**src/rtl/ex_result_stage.sv**
```systemverilog
// Execute-stage result buffer: saturation, Z/V/N flag update and a 2-entry
// FIFO skid buffer with valid/ready toward the memory stage.
module ex_result_stage #(
  parameter int WIDTH = 16,
  parameter int DEPTH = 2
) (
  input  logic             clk,
  input  logic             rst,
  input  logic             flush,
  input  logic             in_valid,
  output logic             in_ready,
  input  logic [WIDTH-1:0] in_sum,
  input  logic             in_ovfl,
  input  logic             in_a_msb,
  input  logic             in_sat,
  input  logic             in_wr_flags,
  input  logic [3:0]       in_dst,
  output logic             out_valid,
  input  logic             out_ready,
  output logic [WIDTH-1:0] out_result,
  output logic [3:0]       out_dst,
  output logic             flag_z,
  output logic             flag_v,
  output logic             flag_n
);

  function automatic logic [WIDTH-1:0] sat_result(input logic [WIDTH-1:0] sum,
                                                  input logic ovfl,
                                                  input logic a_msb,
                                                  input logic sat);
    logic [WIDTH-1:0] r;
    r = sum;
    if (sat && ovfl) begin
      r = a_msb ? {1'b1, {(WIDTH-1){1'b0}}} : {1'b0, {(WIDTH-1){1'b1}}};
    end
    return r;
  endfunction

  logic [1:0]       cnt_q, cnt_d;
  logic [WIDTH-1:0] res0_q, res0_d, res1_q, res1_d;
  logic [3:0]       dst0_q, dst0_d, dst1_q, dst1_d;
  logic             z_q, z_d, v_q, v_d, n_q, n_d;
  logic [WIDTH-1:0] res_new;
  logic             push, pop;

  assign res_new    = sat_result(in_sum, in_ovfl, in_a_msb, in_sat);
  // in_ready decodes registered count only, so no path from out_ready
  assign in_ready   = (cnt_q != 2'(DEPTH));
  assign out_valid  = (cnt_q != 2'd0);
  assign out_result = res0_q;
  assign out_dst    = dst0_q;
  assign flag_z     = z_q;
  assign flag_v     = v_q;
  assign flag_n     = n_q;
  assign push       = in_valid & in_ready & ~flush;
  assign pop        = out_valid & out_ready & ~flush;

  always_comb begin
    cnt_d  = cnt_q;
    res0_d = res0_q;
    dst0_d = dst0_q;
    res1_d = res1_q;
    dst1_d = dst1_q;
    if (flush) begin
      cnt_d = 2'd0;
    end else begin
      case (cnt_q)
        2'd0: begin
          if (push) begin
            res0_d = res_new;
            dst0_d = in_dst;
            cnt_d  = 2'd1;
          end
        end
        2'd1: begin
          if (push && pop) begin
            res0_d = res_new;
            dst0_d = in_dst;
          end else if (push) begin
            res1_d = res_new;
            dst1_d = in_dst;
            cnt_d  = 2'd2;
          end else if (pop) begin
            cnt_d = 2'd0;
          end
        end
        default: begin
          if (pop) begin
            res0_d = res1_q;
            dst0_d = dst1_q;
            cnt_d  = 2'd1;
          end
        end
      endcase
    end
  end

  // Flags follow the post-saturation result; V reports raw overflow
  always_comb begin
    z_d = z_q;
    v_d = v_q;
    n_d = n_q;
    if (push && in_wr_flags) begin
      z_d = (res_new == '0);
      v_d = in_ovfl;
      n_d = res_new[WIDTH-1];
    end
  end

  always_ff @(posedge clk) begin
    if (rst) begin
      cnt_q  <= 2'd0;
      res0_q <= '0;
      dst0_q <= 4'd0;
      z_q    <= 1'b0;
      v_q    <= 1'b0;
      n_q    <= 1'b0;
    end else begin
      cnt_q  <= cnt_d;
      res0_q <= res0_d;
      dst0_q <= dst0_d;
      z_q    <= z_d;
      v_q    <= v_d;
      n_q    <= n_d;
    end
  end

  // Second slot is never observable unless count says so; no reset needed
  always_ff @(posedge clk) begin
    res1_q <= res1_d;
    dst1_q <= dst1_d;
  end

endmodule

```
**config.mk**
```make
export PLATFORM = sky130hd
export DESIGN_NAME = ex_result_stage
export DESIGN_NICKNAME = d
export VERILOG_FILES = /design/src/rtl/ex_result_stage.sv
export SDC_FILE = /design/constraint.sdc
export NUM_CORES = 1
export LEC_CHECK = 0
export ABC_AREA = 1
export CELL_PAD_IN_SITES_DETAIL_PLACEMENT = 0
export CELL_PAD_IN_SITES_GLOBAL_PLACEMENT = 1
export CORE_ASPECT_RATIO = 1.25
export CORE_MARGIN = 1.5
export CORE_UTILIZATION = 30
export CTS_CLUSTER_DIAMETER = 120
export CTS_CLUSTER_SIZE = 28
export DETAILED_ROUTE_END_ITERATION = 7
export PLACE_DENSITY = 0.77
export SKIP_CTS_REPAIR_TIMING = 1
export SYNTH_ARGS = -nofsm -noshare
export SYNTH_HDL_FRONTEND = slang
export SYNTH_SLANG_ARGS = --single-unit
```
**constraint.sdc**
```tcl
create_clock -name clk -period 1.8 [get_ports clk]
set_input_delay 0.36 -clock clk [delete_from_list [all_inputs] [get_ports clk]]
set_output_delay 0.36 -clock clk [all_outputs]
set_load 0.02 [all_outputs]
```
==> flow_summary.toml <==
[timing]
timing.final.setup_violations = 0
tightest_slew_ns = 0.259
final_period_minus_worst_setup_slack_ns = 1.62
max_freq_mhz = 616
setup_ws_ns = 0.176
grt_setup_unrepaired = "false"
clock-skew-final_ns = 0.00979
worst_slew_margin_rel = 0.827
timing.final.crit_share = 0.902
finalMaxSlewViolations = 0
final_hold_viol_count = 0

[yosys]
synth_cell_types = 24
ys_seq_elements = 45
count_of_synthesis_stage_warnings_from_yosys = 0
syn-num-nets = 294
synthesis.instances = 265
avgSynthCellArea_sq_um = 7.79
yosysSeqAreaShare = 0.534
post_synth_instance_area_sq_mm = 0.00206

[global_routing]
via_count_of_the_first_global_routing_pass = 1632
groute.usage.overall = 0.136
grt_first_pass_wirelength_um = 7810
grt_max_degree = 24
grt_antenna_before_repair = 0
grt_overflow_total = 0

[hold_path]
holdPathStages = 2
min_path_type = "flip-flop to flip-flop"

[route]
detail_route.wirelength_um = 4730
drcViolationCount = 0
detail_route.first_pass.iterations = 4
vias_per_cell = 4.36
drt-wirelength-per-cell_um = 11.6
detailedRoute.firstIterationViolations = 98
num_vias = 1783
final_antenna_net_count = 0

[layout]
final_cell_mix = "sky130_fd_sc_hd__nand2_1 (125), sky130_fd_sc_hd__clkdlybuf4s50_1 (51), sky130_fd_sc_hd__dfxtp_1 (25), sky130_fd_sc_hd__nor2_1 (22), sky130_fd_sc_hd__edfxtp_1 (20)"
layout.cells.most_common = "sky130_fd_sc_hd__nand2_1"
finalInstanceArea_sq_mm = 0.00286
areaGrowthSynthToFinish_pct = 38.4
diodes = 0
fin_nets = 350
final.fill_count = 689
drive_gt1_frac = 0.0807

[power]
cellLeakagePower_nw = 1.22
design_power_total_mw = 2.28
irDropWorstVdd_mv = 0.390
power_per_cell_area_mw_per_mm2 = 798

[cts]
clkSlewWorstSetupHoldPaths_ns = 0.09
clk_path_buf_depth = 2
tritoncts.num_buffers = 5
cts_tree = "built"
cts.root.buffer_cell = "sky130_fd_sc_hd__clkbuf_8"
clk_latency_ns = 0.30
htreeDepth = 2
cts.sinks = 45

[flow_run]
maxCapViolCount = 0

[worst_setup_path]
worst_path_dominant_cell_family = "buffers and inverters"
slowest_delay_ns = 0.62
timing.critical_path.cells = "clkdlybuf4s50_1"
critical_path.endpoint_type = "primary output"
cp_data_required_time_ns = 1.44
criticalPathCategory = "flip-flop to primary output"
timing.critical_path.slowest_stage_cell = "sky130_fd_sc_hd__clkdlybuf4s50_1"
cp-start-kind = "flip-flop"
cp_num_cells = 1
worst_r2r_path_depth = 7
critPathBufInv = 1
crit_arrival_ns = 1.26
cp_max_fo = 2

[run_status]
run_status = "completed"

[floorplan]
rows = 33
die-area_sq_mm = 0.00739
die_span_in_x_um = 77.2
die_ht_um = 95.7
design.portCount = 54
core-area_sq_mm = 0.00661
floorplan.initialDensity = 0.312

[placed_design]
detailed_place.area_sq_mm = 0.00273
sum_of_net_half_perimeters_after_detailed_placement_um = 3490
placement.io_buffers = 53
pre_cts_slack_ns = -0.00643
globalplace.congestion = 0.845
==> report_power, final <==
part / total [mW] / switching (mW) / internal [mW]
clock network: 0.807 / 0.356 / 0.452
logic: 0.358 / 0.185 / 0.173
registers: 1.12 / 0.0150 / 1.10
total: 2.28 / 0.555 / 1.73
==> sequential cells by signal, indices dropped and copies added, names as in the netlist <==
register    count
out_dst         4
res1_q         16
dst1_q          4
cnt_q           2
out_result     16
flag_v          1
flag_z          1
flag_n          1
==> routing by layer <==
metal | up-vias | global-route usage | wire length (um)
li1 | 951 | - | -
met2 | 46 | 0.230 | 2250
met3 | 4 | 0.0294 | 266
met5 | - | 0 | 0
met4 | 0 | 0.0500 | 64
met1 | 782 | 0.171 | 2150
==> synth_stat cells <==
master / n / share of area
sky130_fd_sc_hd__nand2_1: 125 / 0.23
sky130_fd_sc_hd__dfxtp_1: 25 / 0.24
sky130_fd_sc_hd__nor2_1: 22 / 0.040
sky130_fd_sc_hd__edfxtp_1: 20 / 0.29
sky130_fd_sc_hd__a21oi_1: 19 / 0.046
sky130_fd_sc_hd__inv_1: 10 / 0.018
sky130_fd_sc_hd__o21ai_0: 10 / 0.024
sky130_fd_sc_hd__buf_2: 5 / 0.012
sky130_fd_sc_hd__buf_6: 4 / 0.022
sky130_fd_sc_hd__nand3_1: 4 / 0.0097
sky130_fd_sc_hd__clkbuf_1: 3 / 0.0055
sky130_fd_sc_hd__o21ai_1: 3 / 0.0073
sky130_fd_sc_hd__inv_4: 2 / 0.0061
sky130_fd_sc_hd__nand2_2: 2 / 0.0061
sky130_fd_sc_hd__o21a_1: 2 / 0.0073
sky130_fd_sc_hd__a21oi_2: 1 / 0.0042
sky130_fd_sc_hd__and3_1: 1 / 0.0030
sky130_fd_sc_hd__buf_4: 1 / 0.0036
sky130_fd_sc_hd__inv_2: 1 / 0.0018
sky130_fd_sc_hd__nand2_4: 1 / 0.0055
sky130_fd_sc_hd__nand3_2: 1 / 0.0049
sky130_fd_sc_hd__nand3b_1: 1 / 0.0036
sky130_fd_sc_hd__nor2_4: 1 / 0.0055
sky130_fd_sc_hd__nor3_1: 1 / 0.0024
==> kinds of logic (layout without fill, tap and decap cells) <==
kind of cell / count (synthesis) / in the layout / synth area share
and+or+nand+nor: 159 / 159 / 0.308
DFF: 45 / 45 / 0.534
AOI/OAI and AO/OA: 35 / 35 / 0.0891
buffers and inverters: 26 / 83 / 0.0691
==> final cells by class <==
cell class              instances  area [sq um]  area share
multi-input cells             194           820       0.287
well taps                      87           109      0.0381
flip-flops and latches         45          1100       0.385
inverters                      13          53.8      0.0188
clock inverters                 2          37.5      0.0131
repair buffers                 62           653       0.229
clock buffers                   6          82.6      0.0289
==> worst paths after layout <==
path,start,to,slack [ns]
setup / recovery,out_dst[0]$_SDFFE_PP0P_,out_dst[0],0.18
setup reg to reg,cnt_q[1]$_SDFFE_PP0P_,out_result[0]$_SDFFE_PP0P_,0.38
hold / removal,out_result[2]$_SDFFE_PP0P_,out_result[2]$_SDFFE_PP0P_,0.47
hold reg to reg,out_result[2]$_SDFFE_PP0P_,out_result[2]$_SDFFE_PP0P_,0.47
==> through the flow <==
stage	hold slack, ns	util	cells	TNS (ns)
after floorplan	0.459	-	265	0
after global placement	0.456	0.413	401	0
after detailed placement	0.455	0.413	401	-0.00643
after CTS	0.469	0.432	409	-0.0398
after global routing	0.477	0.432	409	0
final	0.466	0.432	409	0
Power figures use the tool's default switching activity.
